$ cat src/rtl/axi_read_arbiter.sv
`timescale 1ns/1ps
// axi_read_arbiter: shares one AXI read channel (AR+R) between port 0 (dcache) and port 1 (icache), one burst outstanding.
// Ports: clk, rst (sync, active-low); s0_*/s1_* requester AR in / R out; m_* bus-side AR out / R in.
// Option: ARB_ROUND_ROBIN_EN selects round-robin between simultaneous requests; default is fixed priority to port 0.
module axi_read_arbiter #(
  parameter int ADDR_WIDTH = 32,
  parameter int DATA_WIDTH = 32
) (
  input  logic                  clk,
  input  logic                  rst,
  input  logic [ADDR_WIDTH-1:0] s0_araddr,
  input  logic [7:0]            s0_arlen,
  input  logic [2:0]            s0_arsize,
  input  logic [1:0]            s0_arburst,
  input  logic                  s0_arvalid,
  output logic                  s0_arready,
  output logic [DATA_WIDTH-1:0] s0_rdata,
  output logic [1:0]            s0_rresp,
  output logic                  s0_rlast,
  output logic                  s0_rvalid,
  input  logic                  s0_rready,
  input  logic [ADDR_WIDTH-1:0] s1_araddr,
  input  logic [7:0]            s1_arlen,
  input  logic [2:0]            s1_arsize,
  input  logic [1:0]            s1_arburst,
  input  logic                  s1_arvalid,
  output logic                  s1_arready,
  output logic [DATA_WIDTH-1:0] s1_rdata,
  output logic [1:0]            s1_rresp,
  output logic                  s1_rlast,
  output logic                  s1_rvalid,
  input  logic                  s1_rready,
  output logic [3:0]            m_arid,
  output logic [ADDR_WIDTH-1:0] m_araddr,
  output logic [7:0]            m_arlen,
  output logic [2:0]            m_arsize,
  output logic [1:0]            m_arburst,
  output logic [1:0]            m_arlock,
  output logic [3:0]            m_arcache,
  output logic [2:0]            m_arprot,
  output logic                  m_arvalid,
  input  logic                  m_arready,
  input  logic [3:0]            m_rid,
  input  logic [DATA_WIDTH-1:0] m_rdata,
  input  logic [1:0]            m_rresp,
  input  logic                  m_rlast,
  input  logic                  m_rvalid,
  output logic                  m_rready
);
  typedef enum logic [1:0] {IDLE, ADDR, DATA} state_t;
  state_t state, state_n;
  logic grant, grant_n, win, any_req, g_arvalid, in_addr, in_data, r_done, s0_data, s1_data;
  // only one burst is ever outstanding, so the returned id carries no routing information
  logic unused_rid;
  assign unused_rid = ^m_rid;
  assign any_req = s0_arvalid | s1_arvalid;
`ifdef ARB_ROUND_ROBIN_EN
  logic last_grant;
  assign win = (s0_arvalid & s1_arvalid) ? ~last_grant : s1_arvalid;
  always_ff @(posedge clk)
    if (!rst) last_grant <= 1'b1;
    else if (r_done) last_grant <= grant;
`else
  assign win = ~s0_arvalid;
`endif
  always_ff @(posedge clk)
    if (!rst) begin
      state <= IDLE;
      grant <= 1'b0;
    end else begin
      state <= state_n;
      grant <= grant_n;
    end
  assign in_addr   = state == ADDR;
  assign in_data   = state == DATA;
  assign g_arvalid = grant ? s1_arvalid : s0_arvalid;
  assign r_done    = in_data & m_rvalid & m_rready & m_rlast;
  // a granted requester that drops arvalid before the handshake sends us back to IDLE
  always_comb begin
    state_n = state;
    grant_n = grant;
    state_n = state == IDLE ? (any_req ? ADDR : IDLE) :
              state == ADDR ? (!g_arvalid ? IDLE : m_arready ? DATA : ADDR) :
              (r_done ? IDLE : DATA);
    grant_n = (state == IDLE && any_req) ? win : grant;
  end
  assign m_arvalid  = in_addr & g_arvalid;
  assign m_arid     = in_addr ? {3'b000, grant} : 4'd0;
  assign m_araddr   = in_addr ? (grant ? s1_araddr : s0_araddr) : '0;
  assign m_arlen    = in_addr ? (grant ? s1_arlen : s0_arlen) : '0;
  assign m_arsize   = in_addr ? (grant ? s1_arsize : s0_arsize) : '0;
  assign m_arburst  = in_addr ? (grant ? s1_arburst : s0_arburst) : '0;
  assign m_arlock   = '0;
  assign m_arcache  = '0;
  assign m_arprot   = '0;
  assign s0_arready = in_addr & ~grant & m_arready;
  assign s1_arready = in_addr & grant & m_arready;
  assign s0_data    = in_data & ~grant;
  assign s1_data    = in_data & grant;
  assign m_rready   = in_data & (grant ? s1_rready : s0_rready);
  assign s0_rvalid  = s0_data & m_rvalid;
  assign s0_rlast   = s0_data & m_rlast;
  assign s0_rdata   = s0_data ? m_rdata : '0;
  assign s0_rresp   = s0_data ? m_rresp : '0;
  assign s1_rvalid  = s1_data & m_rvalid;
  assign s1_rlast   = s1_data & m_rlast;
  assign s1_rdata   = s1_data ? m_rdata : '0;
  assign s1_rresp   = s1_data ? m_rresp : '0;
endmodule

$ cat config.mk
export PLATFORM = sky130hd
export DESIGN_NAME = axi_read_arbiter
export DESIGN_NICKNAME = d
export VERILOG_FILES = /design/src/rtl/axi_read_arbiter.sv
export SDC_FILE = /design/constraint.sdc
export NUM_CORES = 1
export LEC_CHECK = 0
export CAP_MARGIN = 20
export CORE_AREA = 10 10 97 99
export CTS_CLUSTER_SIZE = 16
export DETAILED_ROUTE_END_ITERATION = 10
export DIE_AREA = 0 0 107 109
export PLACE_DENSITY = 0.81
export SKIP_LAST_GASP = 1
export SLEW_MARGIN = 20
export SYNTH_ARGS = -nofsm -noshare
export SYNTH_HDL_FRONTEND = slang
export SYNTH_SLANG_ARGS = --single-unit
$ cat constraint.sdc
create_clock -name clk -period 1.8 [get_ports clk]
set_input_delay 0.27 -clock clk [delete_from_list [all_inputs] [get_ports clk]]
set_output_delay 0.27 -clock clk [all_outputs]
set_load 0.05 [all_outputs]
# --- Word level (Yosys, flattened, before mapping) ---
# Cells that the tools add are included.
totals:
  regBits: 3
  input_bits: 137
  out_inout_bits: 134
  word_cells: 45
op_classes:
  eq_ne: 2
  muxes: 21
  bitwise: 18
  n_reduce_logical: 2
ops:
  columns: ["operator", "count"]
  rows:
  - ["$mux 32", 4]
  - ["$mux 2", 9]
  - ["$mux 8", 2]
  - ["$and 1x1->1", 15]
  - ["$mux 3", 2]
  - ["$mux 1", 4]
  - ["$eq 2x1->1 const B", 1]
  - ["$eq 2x2->1 const B", 1]
  - ["$logic_not 2->1", 1]
  - ["$not 1->1", 2]
  - ["$logic_and 1x1->1", 1]
  - ["$or 1x1->1", 1]

# --- Logic depth before layout (Yosys ltp) ---
# Gate-level depths: netlist (run 1).
depth:
  depth_word: 7
  ltp_mapped: 5
  mapped_depth_nobuf: 3

# --- Least setup slack after synthesis (run 1) ---
# OpenSTA, ideal clock, no wires.
synth_timing:
  kind: "reg-to-output"
  from: "reg state[1]"
  to: "out m_araddr[12]"
  arrival_ns: 1.484
  t_required_ns: 1.530
  path_slack_ns: 0.046
  path_stages_with_launch: 5
  path_buffers: 2
  path_cell_list: "dfxtp_1 -> nand2b_1 -> buf_4 -> buf_4 -> nor2_1"
synth_between:
  elab_chain_len: 2
synth_rtl:
  columns: ["element", "line_no", "source"]
  rows:
  - ["from (decl)", "51", "state_t state, state_n;"]
  - ["from (signal assigned)", "71", "state <= state_n;"]
  - ["$eq 2x1->1", "74", "assign in_addr = state == ADDR;"]
  - ["$mux 32", "89", "assign m_araddr = in_addr ? (grant ? s1_araddr : s0_araddr) : '0;"]
  - ["to (decl)", "34", "output logic [ADDR_WIDTH-1:0] m_araddr,"]
# Every way passes these cells.

# --- Worst setup path in the final report (run 1) ---
layout_timing:
  from: "reg state[0]"
  to: "out s1_rdata[22]"
layout_between:
  elab_chain_len: 3
layout_rtl:
  columns: ["element", "line_no", "source"]
  rows:
  - ["$eq 2x2->1", "75", "assign in_data = state == DATA;"]
  - ["$and 1x1->1", "99", "assign s1_data = in_data & grant;"]
  - ["$mux 32", "107", "assign s1_rdata = s1_data ? m_rdata : '0;"]
  - ["to (decl)", "28", "output logic [DATA_WIDTH-1:0] s1_rdata,"]
# Every way passes these cells.

==> results by group, run 1 <==
Critical path
  – Critical path, cell by cell: nand2b_4 -> nor2_4 -> buf_12 -> and2_1 -> buf_12
  – Worst r2r src: grant$_SDFFE_PN0P_
  – Crit path kind: flip-flop to output port
  – Most used cell, CP: buf_12
  – Worst EP required: 1.53 ns
  – Worst endpoint data arrival time: 1.46 ns
  – CP max FO: 17
  – CP Capture Type: output port
  – Beginning of the critical path: state[0]$_SDFF_PN0_
  – CP max stage cell: dfxtp_2
  – Largest delay share family, worst path: simple AND/OR/NAND/NOR gates
  – CP max stage delay: 0.34 ns
  – Crit path buf inv count: 2
  – Crit path launch type: flip-flop

Route
  – Initial DRC count: 69
  – DR WL/cell: 21.0 um
  – Residual DRC count: 0
  – DRT Pass-1 Iters: 5
  – Via count: 2480
  – Via-to-Cell Ratio: 4.35
  – Detailed-route wire length: 12000 um
  – Antenna-violating nets left: 0

Synthesis
  – Post-synth top cells: 72 x and2_1, 52 x nor2_1, 47 x mux2i_1, 17 x buf_4, 7 x buf_6
  – Post-Synthesis Cells: 218
  – Top-count cell post-synth: and2_1
  – Top_reg_cell synth: dfxtp_1
  – Yosys reg bits: 3
  – Yosys cell types: 23
  – Warnings from Yosys: 0
  – Asr flop ratio synth: 0%
  – Synth area leaders: mux2i_1 30%, and2_1 29%, nor2_1 12%
  – Mapped Area: 1580 um2
  – Synth top area share: 29.8%
  – Largest area contributor in the netlist: mux2i_1
  – Register area share after synthesis: 3.81%
  – EDFF count, synth: 0
  – Synthesized area per cell: 7.24 um2

Pwr
  – Switch Pwr: 0.000872 W
  – Peak VDD IR: 0.000240 V
  – Pleak: 2.17 nW
  – Internal power: 0.00103 W
  – Pwr dens: 350 nW/um2
  – Final Power: 0.00190 W
  – Share of power burned in registers: 4.4%
  – Clock Power Share: 10.3%
  – Switching part of the total: 45.9%
  – Combinational power share: 85.3%

Timing
  – Fmax: 579 MHz
  – Fin Setup TNS: 0 ns
  – Fin crit share: 96.0%
  – Pins Over Slew Limit: 0
  – Final Hold Slack: 0.498 ns
  – Fin. Hold Viols: 0
  – Final setup viols: 0
  – Fin Clk Skew: 0.00103 ns
  – RSZ-0062 raised after global routing: yes
  – Fin crit period: 1.73 ns

Die
  – Core area: 7530 um2
  – Die ar.: 11700 um2
  – Initial Util: 21.0%
  – Die Span Y: 109 um
  – Die Wd: 107 um
  – # IOs: 271
  – Rows: 32

Placement
  – IO Port Bufs: 254
  – RePlAce Congestion: 0.735
  – Placed Cells: 560
  – Hpwl dp: 10300 um

Final layout
  – Final Util: 72.0%
  – Fillers: 487
  – Post-route insts no fill: 570
  – Multi-input combinational cell area: 1320 um2
  – Layout Nets: 606
  – Register area: 63.8 um2
  – Antenna diodes: 0
  – Share of post-route cells with drive strength above 1: 30.8%
  – Layout overhead on the synthesized area: 244%

Clock network
  – Clock slew at reported path FFs: 0.03 ns
  – Maximum clock path buffer count: 2
  – Clock root buffer: clkbuf_8
  – CTS Sinks: 3
  – CTS Hold Bufs: 0
  – CTS tree: done
  – Clock Latency Late Sink: 0.22 ns
  – Num CTS Buffers: 3
  – H-tree levels: 1

Flow run
  – Max Cap Viol: 0

GRT
  – Vias in the first global route: 2658
  – First-pass GRT wire length: 16400 um
  – Pin count of the biggest net entering global routing: 48
  – Initial antenna violation count: 0
  – Congestion Overflow GR: 0
  – Gr usage total: 18.1%

Min path
  – Hold path startpoint: state[1]$_SDFF_PP0_
  – HP Class: flip-flop to flip-flop

Run status
  – Status: completed
==> repair_timing <==
item                                    in CTS  in global routing
pin swaps                                    0                  5
endpoints found under the setup margin      65                119
gates resized for setup                      1                  5
gates cloned                                 0                  4
buffers inserted                             0                  2
endpoints found under the hold margin        0                  0
==> area by class of cell <==
cell class | count | area share (%)
Timing Repair Buffer | 260 | 71.1
Multi-Input combinational cell | 199 | 24.4
Tap cell | 102 | 2.35
Sequential cell | 3 | 1.18
Clock buffer | 4 | 0.831
Inverter | 2 | 0.138
==> metrics by stage <==
stage	worst slack (ns)	area, um2
after floorplan	0.0460	1620
after global placement	0.191	5280
after detailed placement	0.149	5280
after CTS	-0.0271	5330
after global routing	0.00154	5420
final	0.0728	5420
==> sequential cells by signal (all words and copies together), names as in the netlist <==
name / cells
state: 2
grant: 1
==> path summary, 6_finish.rpt <==
kind,slack (ns),to,cells past startpoint
setup / recovery,0.07,s1_rdata[22],5
hold / removal,0.50,state[0]$_SDFF_PN0_,1
setup reg to reg,0.56,state[0]$_SDFF_PN0_,4
hold reg to reg,0.50,state[0]$_SDFF_PN0_,1
==> cells by family after synthesis <==
family                 count (synthesis)  synth area share (%)
multiplexers                          47                  29.8
flip-flops                             3                  3.81
other                                  1                 0.238
AND/OR/NAND/NOR                      131                  45.8
buffers and inverters                 31                  18.0
AO/OA/AOI/OAI                          5                  2.38
==> metal layers <==
metal | track usage (%) | up-vias | routed length (um)
li1 | - | 1185 | -
met1 | 16.9 | 1098 | 3990
met2 | 34.0 | 185 | 6230
met3 | 9.56 | 12 | 1570
met4 | 4.26 | 0 | 183
met5 | 0 | - | 0
==> cell usage in the layout (no fill, tap or decap), types with 2 or more instances in the layout <==
cell	n
clkdlybuf4s50_1	132
buf_12	125
and2_1	72
nor2_1	52
mux2i_1	46
conb_1	12
clkbuf_8	3
nor2_4	3
dfxtp_2	3
buf_6	3
nor2_8	2
==> power by group through the flow <==
stage | Clock, W | Sequential [W] | Combinational, W
2_1_floorplan | 0 | 0.0000790 | 0.000782
3_3_place_gp | 0 | 0.0000827 | 0.00158
3_5_place_dp | 0 | 0.0000831 | 0.00160
4_1_cts | 0.000200 | 0.0000822 | 0.00161
5_1_grt | 0.000206 | 0.0000844 | 0.00169
6_report | 0.000195 | 0.0000837 | 0.00162
(Power assumes the default switching activity.)
==> run 2: changes to the inputs <==
Settings changed: ABC_CLOCK_PERIOD_IN_PS from default to 1800.
==> results of run 2 <==
No change in the layout: final DEF, timing and power equal those of run 1.
==> variant 1 (flow settings as in run 1) <==
The option `ARB_ROUND_ROBIN_EN` is turned on by a define.
--- a/src/rtl/axi_read_arbiter.sv
+++ b/src/rtl/axi_read_arbiter.sv
@@ -3,4 +3,6 @@
 // Ports: clk, rst (sync, active-low); s0_*/s1_* requester AR in / R out; m_* bus-side AR out / R in.
 // Option: ARB_ROUND_ROBIN_EN selects round-robin between simultaneous requests; default is fixed priority to port 0.
+`define ARB_ROUND_ROBIN_EN
+
 module axi_read_arbiter #(
   parameter int ADDR_WIDTH = 32,
Function: changed (a bounded check fails within 10 cycles, from zero or initial values and one cycle with rst low).
==> variant 1 against run 1 <==
  * Wire length increased by 14%
  * Count of clock-buffer cells in the layout shrank 1
  * Synthesized area grew 5.3%
  * Sequential power up 29%
  * Total power is 2.6% higher
  * Non-clock buffer count grew 8
  * Cell count is 3.2% higher
  * Setup slack worse by 0.044 ns
  * Final area rose by 4.3%
  * Largest power group unchanged
  * Highest routed layer unchanged
  * Sequential share of layout area increased by 0.39 points
  * Core utilization is 3.1 points higher
  * Critical path depth did not move
  * Sequential cell count increased by 1
==> variant 1: results (changes against run 1) <==
Psw = 890 uW (was 872 uW)
number of global-route vias before repair = 2,835 (was 2,658)
Syn Area/Cell = 7.38 sq um (was 7.24 sq um)
ys flop type = dfxtp_1 (unchanged)
async set or reset register ratio after synthesis = 0% (unchanged)
H-tree levels = 1 (unchanged)
Leak Pwr = 0.00227 uW (was 0.00217 uW)
Net count, final = 625 (was 606)
fillcell total = 471 (was 487)
CTS Hold Buffers Added = 0 (unchanged)
Place WS = 0.131 ns (was 0.149 ns)
drt pass-1 iters = 6 (was 5)
met3 wire length = 1130 um (was 1570 um)
number of buffers created by CTS = 3 (unchanged)
DP HPWL = 11,300 um (was 10,300 um)
root buffer cell = clkbuf_8 (unchanged)
CP arrival = 1.50 ns (was 1.46 ns)
layout cell share with drive strength beyond 1 = 33.7% (was 30.8%)
top post-synthesis cells by area = mux2i_1 (28%), and2_1 (27%), nor2_1 (12%) (was mux2i_1 (30%), and2_1 (29%), nor2_1 (12%))
first-pass GRT wire length = 17,700 um (was 16,400 um)
Max clock buf depth = 2 (unchanged)
Total GRT Usage = 19.7% (was 18.1%)
status = completed (unchanged)
r2r setup slk = 0.55 ns
Syn. warnings = 0 (unchanged)
Clock Latency Late Sink = 0.22 ns (about the same)
hold slack = 0.544 ns (was 0.498 ns)
antenna diode count = 0 (unchanged)
Worst Hold Class = reg -> reg (unchanged)
post-route setup slack = 0.0291 ns (was 0.0728 ns)
met2 routed WL = 7600 um (was 6230 um)
pin count of the biggest net entering global routing = 48 (unchanged)
routed wire length = 13,700 um (was 12,000 um)
placed instance area = 5400 sq um (was 5280 sq um)
top sig layer = met4 (unchanged)
CP max FO = 9 (was 17)
RD Place Congestion = 0.782 (was 0.735)
Clk pin slew, worst setup/hold paths = 0.03 ns (about the same)
IO Port Bufs = 254 (unchanged)
synth unique cells = 23 (unchanged)
Worst IR Drop VDD = 0.000278 V (was 0.000240 V)
Layout Cells excl Fill = 588 (was 570)
initial antenna violation count = 0 (unchanged)
met1 wire length = 4770 um (was 3990 um)
DP Cell Count = 570 (was 560)
sequential share of the synthesized area = 4.82% (was 3.81%)
Synth top cells by count = and2_1 (72), nor2_1 (51), mux2i_1 (47) (was and2_1 (72), nor2_1 (52), mux2i_1 (47))
1st-iter DRT viols = 102 (was 69)
vias per cell = 4.54 (was 4.35)
biggest regs = state: 2 flops, grant: 1 flops, last_grant: 1 flops (was state: 2 flops, grant: 1 flops)
clock skew = 0.00204 ns (was 0.00103 ns)
-- variant 1: final cells by class --
class	instances	area, sq um	share of cell area [%]
flip-flops and latches	4	88.8	1.57
well taps	102	128	2.26
repair buffers	268	3970	70.2
inverters	1	3.75	0.0664
multi-input cells	210	1420	25.2
clock buffers	3	41.3	0.730
-- variant 1: critical path, cell delays in order (launching register included) --
cell      delay, ns
dfxtp_2        0.35
nand2b_4       0.21
buf_12         0.16
nor2_8         0.17
and2_1         0.22
buf_12         0.15
-- variant 1: power by group through the flow --
| stage | Combinational (uW) | Sequential [uW] | Clock [uW] |
|---|---|---|---|
| 6_report | 1650 | 108 | 195 |
| 5_1_grt | 1710 | 109 | 204 |
| 4_1_cts | 1600 | 108 | 196 |
| 3_5_place_dp | 1600 | 109 | 0 |
| 3_3_place_gp | 1570 | 108 | 0 |
| 2_1_floorplan | 761 | 101 | 0 |
-- variant 1: per-layer routing --
layer | up-vias | track usage (%)
li1 | 1240 | -
met3 | 12 | 6.73
met5 | - | 0
met2 | 164 | 39.8
met1 | 1254 | 18.8
met4 | 0 | 3.77
-- variant 1: final timing paths --
path,from,to,cells after the start
setup / recovery,state[0],s0_rdata[0],5
hold / removal,last_grant,last_grant,2
setup reg to reg,grant,state[1],4
hold reg to reg,last_grant,last_grant,2
-- variant 1: kinds of logic (layout without fill, tap and decap cells) --
kind of cell           count (synthesis)  after routing  synth area share (%)
other                                  1             12                 0.226
flip-flops                             4              4                  4.82
multiplexers                          47             47                  28.3
buffers and inverters                 30            272                  18.4
AO/OA/AOI/OAI                          6              6                  2.18
AND/OR/NAND/NOR                      137            145                  46.0
-- variant 1: repair_timing --
item	4_1_cts	5_1_grt
buffers inserted	0	7
hold endpoints to repair	0	0
resized for setup	0	14
cloned	0	8
endpoints found under the setup margin	75	101
pin swaps	0	6
==> variant 2 (settings of run 1) <==
Without the edit above. Encoding of `state_t`: now one-hot (3 bits for 3 states).
--- a/src/rtl/axi_read_arbiter.sv
+++ b/src/rtl/axi_read_arbiter.sv
@@ -48,5 +48,5 @@
   output logic                  m_rready
 );
-  typedef enum logic [1:0] {IDLE, ADDR, DATA} state_t;
+  typedef enum logic [2:0] {IDLE = 3'b001, ADDR = 3'b010, DATA = 3'b100} state_t;
   state_t state, state_n;
   logic grant, grant_n, win, any_req, g_arvalid, in_addr, in_data, r_done, s0_data, s1_data;
Function: same outputs for any inputs over 10 cycles, from zero or initial values and one cycle with rst low; not proved beyond that.
==> variant 2 against run 1 <==
  * The run now ends with setup timing left
  * Hold slack improved by 0.12 ns
  * Total power rose by 74%
  * Final area rose by 16%
  * Register-to-register slack got worse by 0.28 ns
  * Setup slack got worse by 0.23 ns
  * Clock skew barely moved
  * Sequential cell count rose by 1
  * Via count rose by 9.8%
  * Wire length rose by 18%
  * Synthesized area fell by 4.0%
  * Largest power group unchanged
==> variant 2: results (changes against run 1) <==
synth unique cells = 25 (was 23)
placed instance area = 5470 sq um (was 5280 sq um)
Psw = 1600 uW (was 872 uW)
cell area power density = 526 nW/um^2 (was 350 nW/um^2)
failing checks = setup timing
pin count of the biggest net entering global routing = 49 (was 48)
met2 routed WL = 7690 um (was 6230 um)
Net count, final = 625 (was 606)
RD Place Congestion = 0.836 (was 0.735)
Worst IR Drop VDD = 0.000299 V (was 0.000240 V)
Total GRT Usage = 19.4% (was 18.1%)
clock skew = 0.00108 ns (was 0.00103 ns)
fillcell total = 391 (was 487)
biggest regs = state: 3 flops, grant: 1 flops (was state: 2 flops, grant: 1 flops)
final setup vio count = 96 (was 0)
Comb pwr share = 89.4% (was 85.3%)
post-route setup slack = -0.156 ns (was 0.0728 ns)
CP max FO = 9 (was 17)
worst-path cell with the longest stage delay = or3b_4 (was dfxtp_2)
Leak Pwr = 0.00240 uW (was 0.00217 uW)
Place WS = 0.0578 ns (was 0.149 ns)
status = finished, violations left (was completed)
multiplexer area fraction after synthesis = 31.1% (was 29.8%)
Syn Area/Cell = 6.79 sq um (was 7.24 sq um)
post_cts resized = 43 (was 1)
## variant 2: changes by cell type in the layout (fill, tap and decap cells not counted), sizes merged, moves of 2 or more
| cell | delta |
|---|---|
| and3 | +2 |
| buf | +12 |
| clkbuf | +5 |
| nor2 | -8 |
| nor3b | +2 |
| or3b | +2 |
## variant 2: path summary, 6_finish.rpt
kind | startpoint | endpoint | cells past startpoint | slack, ns
min | state[2] | state[1] | 3 | 0.62
min reg2reg | state[2] | state[1] | 3 | 0.62
max | state[2] | s1_rdata[18] | 6 | -0.16
max reg2reg | state[2] | state[0] | 4 | 0.28
## variant 2: cell type report
class / instances / area (sq um) / share of cell area, %
clock buffer: 3 / 41.3 / 0.659
inverter: 3 / 11.3 / 0.180
multi-input combinational: 198 / 1820 / 29.1
sequential: 4 / 87.6 / 1.40
tap: 102 / 128 / 2.04
timing repair buffer: 278 / 4180 / 66.7
